### src/rtl/decode_group_stage_if.sv
// Fetch-side, issue-side and flush/status signals of the decode group stage.
// The slave modport is the stage itself; the master modport is whoever drives it.
interface decode_group_stage_if #(
  parameter int LANES = 2,
  parameter int PC_W  = 16,
  parameter int CNT_W = 16
);
  logic                  flush;
  logic                  in_valid;
  logic                  in_ready;
  logic [16*LANES-1:0]   in_instr;
  logic [LANES-1:0]      in_lane_valid;
  logic [PC_W-1:0]       in_pc;
  logic                  out_valid;
  logic                  out_ready;
  logic [LANES-1:0]      out_lane_valid;
  logic [PC_W*LANES-1:0] out_pc;
  logic [3*LANES-1:0]    out_wb;
  logic [2*LANES-1:0]    out_mem;
  logic [4*LANES-1:0]    out_ex;
  logic [4*LANES-1:0]    out_src1;
  logic [4*LANES-1:0]    out_src2;
  logic [3*LANES-1:0]    out_dest;
  logic [9*LANES-1:0]    out_imm9;
  logic [6*LANES-1:0]    out_imm6;
  logic [LANES-1:0]      out_immc;
  logic [CNT_W-1:0]      split_count;

  modport slave (
    input  flush, in_valid, in_instr, in_lane_valid, in_pc, out_ready,
    output in_ready, out_valid, out_lane_valid, out_pc, out_wb, out_mem, out_ex,
           out_src1, out_src2, out_dest, out_imm9, out_imm6, out_immc, split_count
  );

  modport master (
    output flush, in_valid, in_instr, in_lane_valid, in_pc, out_ready,
    input  in_ready, out_valid, out_lane_valid, out_pc, out_wb, out_mem, out_ex,
           out_src1, out_src2, out_dest, out_imm9, out_imm6, out_immc, split_count
  );
endinterface

### src/rtl/decode_group_stage.sv
// Holds one fetch group, decodes every lane and issues it in one or more cycles,
// splitting at intra-group RAW/WAW hazards and after control-transfer lanes.
module decode_group_stage #(
  parameter int LANES = 2,
  parameter int PC_W  = 16,
  parameter int CNT_W = 16
) (
  input logic clk,
  input logic reset,
  decode_group_stage_if.slave bus
);

  typedef struct packed {
    logic [2:0] wb;
    logic [1:0] mem;
    logic [3:0] ex;
    logic [3:0] src1;
    logic [3:0] src2;
    logic [2:0] dest;
    logic       immc;
  } dec_t;

  logic [16*LANES-1:0] instr_q, instr_d;
  logic [PC_W-1:0]     pc_q, pc_d;
  logic [LANES-1:0]    pend_q, pend_d;
  logic [CNT_W-1:0]    cnt_q, cnt_d;

  dec_t             dec [LANES];
  logic [LANES-1:0] ctrl;
  logic [LANES-1:0] issue;
  logic [LANES-1:0] remain;
  logic             stop;
  logic             lane_ok;
  logic             fire;
  logic             accept;

  function automatic dec_t decode(input logic [15:0] ins);
    dec_t       d;
    logic [2:0] a;
    logic [2:0] b;
    logic [2:0] c;
    a = ins[11:9];
    b = ins[8:6];
    c = ins[5:3];
    d = '{wb: 3'b000, mem: 2'b00, ex: 4'b1111, src1: {1'b0, a}, src2: {1'b0, b},
          dest: a, immc: 1'b0};
    case (ins[15:12])
      4'b0000, 4'b0010: begin
        // ex[2] selects NAND; ex[1:0] is the condition code with its bits swapped
        if (ins[1:0] != 2'b11) begin
          d.wb   = 3'b110;
          d.ex   = {1'b0, ins[13], ins[0], ins[1]};
          d.src1 = {1'b1, a};
          d.src2 = {1'b1, b};
          d.dest = c;
        end
      end
      4'b0001: begin
        d.wb = 3'b110; d.ex = 4'b1011; d.src1 = {1'b1, a}; d.dest = b; d.immc = 1'b1;
      end
      4'b0011: d.wb = 3'b111;
      4'b0100: begin
        d.wb = 3'b100; d.mem = 2'b10; d.ex = 4'b1011;
        d.src1 = {1'b1, a}; d.src2 = {1'b0, a}; d.dest = b;
      end
      4'b0101: begin
        d.mem = 2'b01; d.ex = 4'b1011; d.src1 = {1'b1, a}; d.src2 = {1'b1, b};
      end
      4'b1100: begin
        d.ex = 4'b0000; d.src1 = {1'b1, a}; d.src2 = {1'b1, b};
      end
      4'b1000: begin
        d.wb = 3'b101; d.ex = 4'b0000; d.immc = 1'b1;
      end
      4'b1001: begin
        d.wb = 3'b101; d.ex = 4'b0000; d.src2 = {1'b1, b};
      end
      default: ;
    endcase
    return d;
  endfunction

  always_comb begin
    for (int k = 0; k < LANES; k++) begin
      dec[k]  = decode(instr_q[16*k +: 16]);
      ctrl[k] = (instr_q[16*k+12 +: 4] == 4'b1100) || (instr_q[16*k+12 +: 4] == 4'b1000) ||
                (instr_q[16*k+12 +: 4] == 4'b1001);
    end
  end

  // The first pending lane has no issued predecessor, so it always passes.
  always_comb begin
    issue   = '0;
    stop    = 1'b0;
    lane_ok = 1'b0;
    for (int k = 0; k < LANES; k++) begin
      if (pend_q[k] && !stop) begin
        lane_ok = 1'b1;
        for (int j = 0; j < k; j++) begin
          if (issue[j]) begin
            if (ctrl[j]) lane_ok = 1'b0;
            if (dec[j].wb[2] &&
                ((dec[k].src1[3] && dec[k].src1[2:0] == dec[j].dest) ||
                 (dec[k].src2[3] && dec[k].src2[2:0] == dec[j].dest) ||
                 (dec[k].wb[2] && dec[k].dest == dec[j].dest)))
              lane_ok = 1'b0;
          end
        end
        if (lane_ok) issue[k] = 1'b1;
        else         stop     = 1'b1;
      end
    end
  end

  assign remain       = pend_q & ~issue;
  assign fire         = (pend_q != '0) && bus.out_ready;
  assign bus.in_ready = !bus.flush && ((pend_q == '0) || (bus.out_ready && remain == '0));
  assign accept       = bus.in_valid && bus.in_ready;

  // A leftover after an issue can only come from a blocked lane, so it counts as a split.
  always_comb begin
    instr_d = instr_q;
    pc_d    = pc_q;
    pend_d  = pend_q;
    cnt_d   = cnt_q;
    if (bus.flush) begin
      pend_d = '0;
    end else begin
      if (fire) begin
        pend_d = remain;
        if (remain != '0 && cnt_q != '1) cnt_d = cnt_q + CNT_W'(1);
      end
      if (accept) begin
        instr_d = bus.in_instr;
        pc_d    = bus.in_pc;
        pend_d  = bus.in_lane_valid;
      end
    end
  end

  always_ff @(posedge clk) begin
    if (reset) begin
      instr_q <= '0;
      pc_q    <= '0;
      pend_q  <= '0;
      cnt_q   <= '0;
    end else begin
      instr_q <= instr_d;
      pc_q    <= pc_d;
      pend_q  <= pend_d;
      cnt_q   <= cnt_d;
    end
  end

  always_comb begin
    bus.out_valid      = (pend_q != '0);
    bus.out_lane_valid = issue;
    bus.split_count    = cnt_q;
    bus.out_pc         = '0;
    bus.out_wb         = '0;
    bus.out_mem        = '0;
    bus.out_ex         = '0;
    bus.out_src1       = '0;
    bus.out_src2       = '0;
    bus.out_dest       = '0;
    bus.out_imm9       = '0;
    bus.out_imm6       = '0;
    bus.out_immc       = '0;
    for (int k = 0; k < LANES; k++) begin
      bus.out_pc[PC_W*k +: PC_W] = pc_q + PC_W'(k);
      if (issue[k]) begin
        bus.out_wb[3*k +: 3]   = dec[k].wb;
        bus.out_mem[2*k +: 2]  = dec[k].mem;
        bus.out_ex[4*k +: 4]   = dec[k].ex;
        bus.out_src1[4*k +: 4] = dec[k].src1;
        bus.out_src2[4*k +: 4] = dec[k].src2;
        bus.out_dest[3*k +: 3] = dec[k].dest;
        bus.out_imm9[9*k +: 9] = instr_q[16*k +: 9];
        bus.out_imm6[6*k +: 6] = instr_q[16*k +: 6];
        bus.out_immc[k]        = dec[k].immc;
      end
    end
  end

endmodule

### src/flat_wrapper.sv
// flat-port wrapper written by rule: the top's interface ports become plain ports
module decode_group_stage_flat 
#(
  parameter int LANES = 2,
  parameter int PC_W  = 16,
  parameter int CNT_W = 16
)
  (clk, reset, bus_flush, bus_in_valid, bus_in_instr, bus_in_lane_valid, bus_in_pc, bus_out_ready, bus_in_ready, bus_out_valid, bus_out_lane_valid, bus_out_pc, bus_out_wb, bus_out_mem, bus_out_ex, bus_out_src1, bus_out_src2, bus_out_dest, bus_out_imm9, bus_out_imm6, bus_out_immc, bus_split_count);
  decode_group_stage_if #(.LANES(LANES), .PC_W(PC_W), .CNT_W(CNT_W)) bus_i ();
  input logic clk;
  input logic reset;
  input wire logic [$bits(bus_i.flush)-1:0] bus_flush;
  input wire logic [$bits(bus_i.in_valid)-1:0] bus_in_valid;
  input wire logic [$bits(bus_i.in_instr)-1:0] bus_in_instr;
  input wire logic [$bits(bus_i.in_lane_valid)-1:0] bus_in_lane_valid;
  input wire logic [$bits(bus_i.in_pc)-1:0] bus_in_pc;
  input wire logic [$bits(bus_i.out_ready)-1:0] bus_out_ready;
  output wire logic [$bits(bus_i.in_ready)-1:0] bus_in_ready;
  output wire logic [$bits(bus_i.out_valid)-1:0] bus_out_valid;
  output wire logic [$bits(bus_i.out_lane_valid)-1:0] bus_out_lane_valid;
  output wire logic [$bits(bus_i.out_pc)-1:0] bus_out_pc;
  output wire logic [$bits(bus_i.out_wb)-1:0] bus_out_wb;
  output wire logic [$bits(bus_i.out_mem)-1:0] bus_out_mem;
  output wire logic [$bits(bus_i.out_ex)-1:0] bus_out_ex;
  output wire logic [$bits(bus_i.out_src1)-1:0] bus_out_src1;
  output wire logic [$bits(bus_i.out_src2)-1:0] bus_out_src2;
  output wire logic [$bits(bus_i.out_dest)-1:0] bus_out_dest;
  output wire logic [$bits(bus_i.out_imm9)-1:0] bus_out_imm9;
  output wire logic [$bits(bus_i.out_imm6)-1:0] bus_out_imm6;
  output wire logic [$bits(bus_i.out_immc)-1:0] bus_out_immc;
  output wire logic [$bits(bus_i.split_count)-1:0] bus_split_count;
  assign bus_i.flush = bus_flush;
  assign bus_i.in_valid = bus_in_valid;
  assign bus_i.in_instr = bus_in_instr;
  assign bus_i.in_lane_valid = bus_in_lane_valid;
  assign bus_i.in_pc = bus_in_pc;
  assign bus_i.out_ready = bus_out_ready;
  assign bus_in_ready = bus_i.in_ready;
  assign bus_out_valid = bus_i.out_valid;
  assign bus_out_lane_valid = bus_i.out_lane_valid;
  assign bus_out_pc = bus_i.out_pc;
  assign bus_out_wb = bus_i.out_wb;
  assign bus_out_mem = bus_i.out_mem;
  assign bus_out_ex = bus_i.out_ex;
  assign bus_out_src1 = bus_i.out_src1;
  assign bus_out_src2 = bus_i.out_src2;
  assign bus_out_dest = bus_i.out_dest;
  assign bus_out_imm9 = bus_i.out_imm9;
  assign bus_out_imm6 = bus_i.out_imm6;
  assign bus_out_immc = bus_i.out_immc;
  assign bus_split_count = bus_i.split_count;
  decode_group_stage #(.LANES(LANES), .PC_W(PC_W), .CNT_W(CNT_W)) u_core (.clk(clk), .reset(reset), .bus(bus_i));
endmodule
### config.mk
export PLATFORM = sky130hd
export DESIGN_NAME = decode_group_stage_flat
export DESIGN_NICKNAME = d
export VERILOG_FILES = /design/src/rtl/decode_group_stage_if.sv /design/src/rtl/decode_group_stage.sv /design/src/flat_wrapper.sv
export SDC_FILE = /design/constraint.sdc
export NUM_CORES = 1
export LEC_CHECK = 0
export BUFFER_PORTS_ARGS = -buffer_cell sky130_fd_sc_hd__buf_4
export CORE_MARGIN = 10
export CORE_UTILIZATION = 53
export DETAILED_ROUTE_END_ITERATION = 6
export PLACE_DENSITY = 0.95
export RECOVER_POWER = 100
export SYNTH_ARGS = -nofsm -noshare
export SYNTH_HDL_FRONTEND = slang
export SYNTH_SLANG_ARGS = --single-unit
### constraint.sdc
create_clock -name clk -period 6 [get_ports clk]
set_input_delay 1.2 -clock clk [delete_from_list [all_inputs] [get_ports clk]]
set_output_delay 1.2 -clock clk [all_outputs]
set_load 0.01 [all_outputs]
# Yosys cells after proc, flatten, opt, wreduce, memory -nomap -nowiden
# Index checks and enable logic that the tools add are counted.
[op_classes] muxes=45 order_cmp=0 multipliers=0 div_mod_pow=0 n_eq_ne=22 n_addsub=2 n_reduce_logical=41 bitwise_logic=3 shift=0
[ops] op="4-bit one-hot mux with 3 select lines" n=4
[ops] op="16-bit by 1-bit adder with 16-bit output (second input constant)" n=2
[ops] op="15-bit two-way mux" n=2
[ops] op="3-bit one-hot mux with 5 select lines" n=2
[ops] op="4-bit equality test (second input constant)" n=6
[ops] op="4-bit two-way mux" n=6
[ops] op="3-bit two-way mux" n=6
[ops] op="9-bit two-way mux" n=2
[ops] op="2-bit OR reduction" n=9
[ops] op="3-bit OR reduction" n=6
[ops] op="4-bit by 2-bit equality test with 1-bit output (second input constant)" n=4
[ops] op="4-bit by 3-bit equality test with 1-bit output (second input constant)" n=4
[ops] op="16-bit inequality test (second input constant)" n=1
[ops] op="4-bit one-hot mux with 2 select lines" n=2
[ops] op="6-bit two-way mux" n=2
[ops] op="3-bit one-hot mux with 2 select lines" n=2
[ops] op="1-bit two-way mux" n=11
[ops] op="3-bit equality test" n=3
[ops] op="1-bit logical AND" n=9
[ops] op="4-bit by 1-bit equality test with 1-bit output (second input constant)" n=2
[ops] op="4-bit zero test" n=2
[ops] op="2-bit two-way mux" n=4
[ops] op="2-bit one-hot mux with 2 select lines" n=2
[ops] op="4-bit OR reduction" n=2
[ops] op="other kinds (10)" n=18
[totals] n_memories=0 in_bits=55 register_bits=66 out_inout_bits=124 latchBits=0 mem_bits_ro=0 mem_bits_rw=0

# Logic depth before layout (Yosys ltp)
[logic_depth] ltp_word=21 depth_mapped=14 ltp_nobuf=10

# Least setup slack after synthesis
# Ideal clock, no wire load.
[synth_path] kind="flip-flop to output port" from="register u_core.instr_q[12]" to="output port bus_out_ex[5]" path_slack_ps=1874 path_stages_with_launch=12 required_ps=4800 t_arrival_ps=2926 path_cell_list="dfxtp_1 -> buf_6 -> a2111oi_4 -> o21ba_1 -> a221o_1 -> xor2_1 -> or4_4 -> a31oi_1 -> nor2_1 -> nand2_1 -> clkbuf_1 -> nor3_1"
[synth_between] elab_chain_len=14 elab_cells_between_ends=31 classes_between="eq/ne: 10; mux: 9; reduce/logical: 12"
[synth_rtl] item="from (decl)" line="decode_group_stage.sv:23" rtl="logic [16*LANES-1:0] instr_q, instr_d;"
[synth_rtl] item="from (signal assigned)" line="decode_group_stage.sv:148" rtl="instr_q <= instr_d;"
[synth_rtl] item="4-bit by 1-bit equality test with 1-bit output (tied with other cells)" line="decode_group_stage.sv:47" rtl="case (ins[15:12])"
[synth_rtl] item="2-bit OR reduction, on equally long branches"
[synth_rtl] item="3-bit one-hot mux with 2 select lines" line="decode_group_stage.sv:47"
[synth_rtl] item="3-bit equality test, on equally long branches" line="decode_group_stage.sv:103, decode_group_stage.sv:104"
[synth_rtl] item="1-bit logical AND, on equally long branches" line="decode_group_stage.sv:103, decode_group_stage.sv:104"
[synth_rtl] item="1-bit logical OR" line="decode_group_stage.sv:103" rtl="((dec[k].src1[3] && dec[k].src1[2:0] == dec[j].dest) ||"
[synth_rtl] item="1-bit logical OR" line="decode_group_stage.sv:104" rtl="(dec[k].src2[3] && dec[k].src2[2:0] == dec[j].dest) ||"
[synth_rtl] item="1-bit logical AND" line="decode_group_stage.sv:102" rtl="if (dec[j].wb[2] &&"
[synth_rtl] item="1-bit two-way mux (*)" line="decode_group_stage.sv:102"
[synth_rtl] item="1-bit two-way mux (*)" line="decode_group_stage.sv:100" rtl="if (issue[j]) begin"
[synth_rtl] item="1-bit two-way mux (*)" line="decode_group_stage.sv:97" rtl="if (pend_q[k] && !stop) begin"
[synth_rtl] item="1-bit two-way mux (*)" line="decode_group_stage.sv:109" rtl="if (lane_ok) issue[k] = 1'b1;"
[synth_rtl] item="1-bit two-way mux (*)" line="decode_group_stage.sv:97"
[synth_rtl] item="4-bit two-way mux (*)" line="decode_group_stage.sv:171" rtl="if (issue[k]) begin"
[synth_rtl] item="to (decl)" line="flat_wrapper.sv:24" rtl="output wire logic [$bits(bus_i.out_ex)-1:0] bus_out_ex;"
# Mark *: on every way between the ends. The rest lies on a longest branch, timed or not. The select of a mux whose other input is x is not followed.

# Worst setup path in the final report
[layout_path] from="register u_core.instr_q[12]" to="output port bus_out_ex[7]"
# The elaborated chain is that of the path after synthesis.

==> flow_metrics.py <==
metrics = {
    "worst_setup_path": {
        "critPathMaxStageDelay_ns": 0.66,
        "cp-start-kind": "flop",
        "endpoint": "bus_out_ex[7]",
        "cp_top_family": "simple AND/OR/NAND/NOR gates",
        "critical_path_class": "reg2out",
        "critPathSlowestCell": "nor2_1",
        "reg2reg_to": "u_core.pc_q[2]",
        "path_buf_inv": 1,
        "crit_cells": 10,
        "worstPathArrival_ns": 4.19,
        "cp_max_fo": 19,
        "r2r_slack_ns": 1.27,
        "crit_required_ns": 4.80,
        "cp-startpoint": "u_core.instr_q[12]",
        "cp_cell_sequence": "a2111oi_4, o21ba_1, a221o_1, xor2_1, or4_1, a31oi_1, nor2_1, nand2_1, nor4_1, clkbuf_1",
        "endpoint_kind": "primary output",
        "reg2reg_from": "u_core.instr_q[12]",
        "reg2reg_depth": 10,
    },
    "logic_synthesis": {
        "synth_area_sq_um": 4280,
        "syn_nets": 614,
        "synth_cells": 557,
        "avgSynthCellArea_sq_um": 7.68,
        "ys_types": 47,
        "synth_top_family_by_area": "simple AND/OR/NAND/NOR gates",
        "synth_seq_cells": 66,
        "yosys_most_used_dff": "dfxtp_1",
        "synth_fa_ha_area_share_pct": 0.585,
        "synth_edf_count": 0,
        "seq_area_frac_synth_pct": 30.9,
        "synth-compound-area-share_pct": 12.0,
        "synth-simple-area-share_pct": 30.3,
        "synthArstFlopShare_pct": 0,
        "synth_warnings": 0,
        "synth_mux_area_share_pct": 13.4,
        "synth_xor_xnor_area_share_pct": 5.53,
    },
    "die": {
        "die-width_um": 110,
        "dieArea_sq_um": 12100,
        "die_h_um": 110,
        "ios": 179,
        "rows": 32,
        "start_util_pct": 54.8,
        "core_sq_um": 7810,
    },
    "sta": {
        "relSlewSlack_pct": -32.4,
        "tightest_slew_ns": 1.98,
        "final.setup_skew_ns": 0.0124,
        "finalSetupTns_ns": 0,
        "finalCritPeriodShare_pct": 89.8,
        "fmax_mhz": 186,
        "period_minus_slack_ns": 5.39,
        "grt_setup_unrepaired": "false",
        "drv_slew": 30,
        "setup_violations": 0,
        "finalHoldViolCount": 0,
    },
    "routing": {
        "drc": 0,
        "firstDrtPassIters": 4,
        "drt-initial-drc-count": 282,
        "routed_wl_mm": 14.0,
        "dr_total_vias": 4582,
        "vias_per_cell": 5.73,
        "ant_nets": 0,
        "routedWlPerCell_um": 17.5,
    },
    "clock_network": {
        "cts.sinks": 66,
        "postCtsSetupBuffers": 0,
        "cts.htree.levels": 3,
        "clkLatencyLatePin_ns": 0.34,
        "cts-hold-fix-buffers": 0,
        "ctsResizeCount": 0,
        "clock_path_buffers": 2,
        "numCtsBuffers": 9,
        "cts_root_buf": "clkbuf_8",
        "clk_pin_slew_worst_paths_ns": 0.07,
        "cts_tree": "yes",
    },
    "cells_and_area": {
        "n_antenna_cell": 0,
        "syn2layout_area_growth_pct": 24.0,
        "drive_gt1_share_pct": 14.2,
        "final_common_cell": "nand2_1",
        "layout_common_cells": "nand2_1, clkbuf_1, buf_4",
        "fin_area_sq_um": 5310,
        "nets": 749,
    },
    "job": {
        "max_cap_violations": 1,
    },
    "grt": {
        "grt_pass1_wl_mm": 21.7,
        "grt_pass1_vias": 4360,
        "grt_start_max_net_pins": 69,
        "grt_usage_pct": 22.1,
        "grt-ovfl-total": 0,
        "antenna_found_initial": 0,
    },
    "placed_design": {
        "postPlaceCellArea_sq_um": 5490,
        "io_buffers": 178,
        "gp_congestion": 1.03,
        "post-dp-hpwl_mm": 10.6,
    },
    "power": {
        "power.leakage_nw": 2.16,
        "power_density_nw_per_um2": 207,
        "ir_drop_v": 0.000149,
    },
    "status": {
        "violations": "capacitance limit, slew limit",
        "status": "complete, but fails checks",
    },
    "hold_path": {
        "worstHoldPathType": "reg2reg",
        "hp-start": "u_core.instr_q[2]",
    },
}
-- final cells by class --
| type | instances | area [sq um] |
|---|---|---|
| multi-input cells | 426 | 2650 |
| inverters | 9 | 33.8 |
| flip-flops and latches | 66 | 1320 |
| well taps | 102 | 128 |
| repair buffers | 180 | 940 |
| clock inverters | 4 | 72.6 |
| clock buffers | 12 | 165 |
| fillers | 725 | 2500 |
-- routing by layer --
layer / vias up / part of all wire, % / track usage [%]
li1: 2200 / - / -
met1: 2148 / 37 / 25.1
met2: 211 / 52 / 39.2
met3: 23 / 10 / 6.26
met4: 0 / 1.5 / 6.78
met5: - / 0 / 0
-- synth_stat cells (all sizes together) (3+ instances only) --
master / count / area [sq um]
a211oi: 3 / 22.5
a21oi: 25 / 125
a221o: 6 / 60.1
a31oi: 4 / 25.0
and2: 21 / 131
and3: 27 / 169
buf: 25 / 161
clkbuf: 31 / 116
dfxtp: 66 / 1320
inv: 9 / 33.8
mux2i: 56 / 561
nand2: 116 / 435
nand2b: 5 / 31.3
nand3: 16 / 80.1
nand3b: 3 / 22.5
nand4: 4 / 25.0
nor2: 34 / 128
nor2b: 3 / 18.8
nor3: 9 / 45.0
nor4: 5 / 31.3
o21ai: 8 / 40.0
o31ai: 9 / 67.6
o41ai: 4 / 35.0
or2: 4 / 25.0
or3: 7 / 43.8
or4: 12 / 93.8
xnor2: 15 / 131
xor2: 12 / 105
-- through the flow --
step / hold slack [ns] / util, % / power [mW] / instances / worst slack [ns]
after floorplan: 0.430 / - / 0.603 / 557 / 1.87
after global placement: 0.440 / 70.3 / 0.668 / 783 / 1.28
after detailed placement: 0.448 / 70.3 / 0.678 / 783 / 1.07
after CTS: 0.459 / 73.3 / 1.12 / 799 / 0.684
after global routing: 0.484 / 67.9 / 1.15 / 799 / 0.220
final: 0.456 / 67.9 / 1.10 / 799 / 0.614
-- worst min-delay path: stages (launching register included) --
cell and delay, ns:
dfxtp_1 0.31, nand2_1 0.05, mux2i_1 0.05
-- worst min path at each step --
stage,slack (ns),endpoint,cells after the start
floorplan,0.43,u_core.instr_q[2],2
global placement,0.44,u_core.instr_q[2],2
detailed placement,0.45,u_core.instr_q[2],2
CTS,0.46,u_core.instr_q[2],2
global route,0.48,u_core.instr_q[2],2
finish,0.46,u_core.instr_q[2],2
-- registers in the layout (all words and copies together) (netlist names) --
name / flops
u_core.pend_q: 2
u_core.bus.split_count: 16
u_core.instr_q: 32
u_core.pc_q: 16
-- power by group --
group	leakage (nW)	internal (mW)	switching [mW]
clock	0.119	0.267	0.173
sequential	0.538	0.455	0.0318
combinational	1.50	0.0824	0.0900
-- cells by family (layout without fill, tap and decap cells) --
logic type / Yosys count / count (layout)
simple gates: 268 / 268
xor+xnor: 27 / 27
buf+inv: 65 / 205
compound gates: 72 / 72
flops: 66 / 66
mux: 57 / 57
fa+ha+maj: 2 / 2
Power figures use the tool's default switching activity.
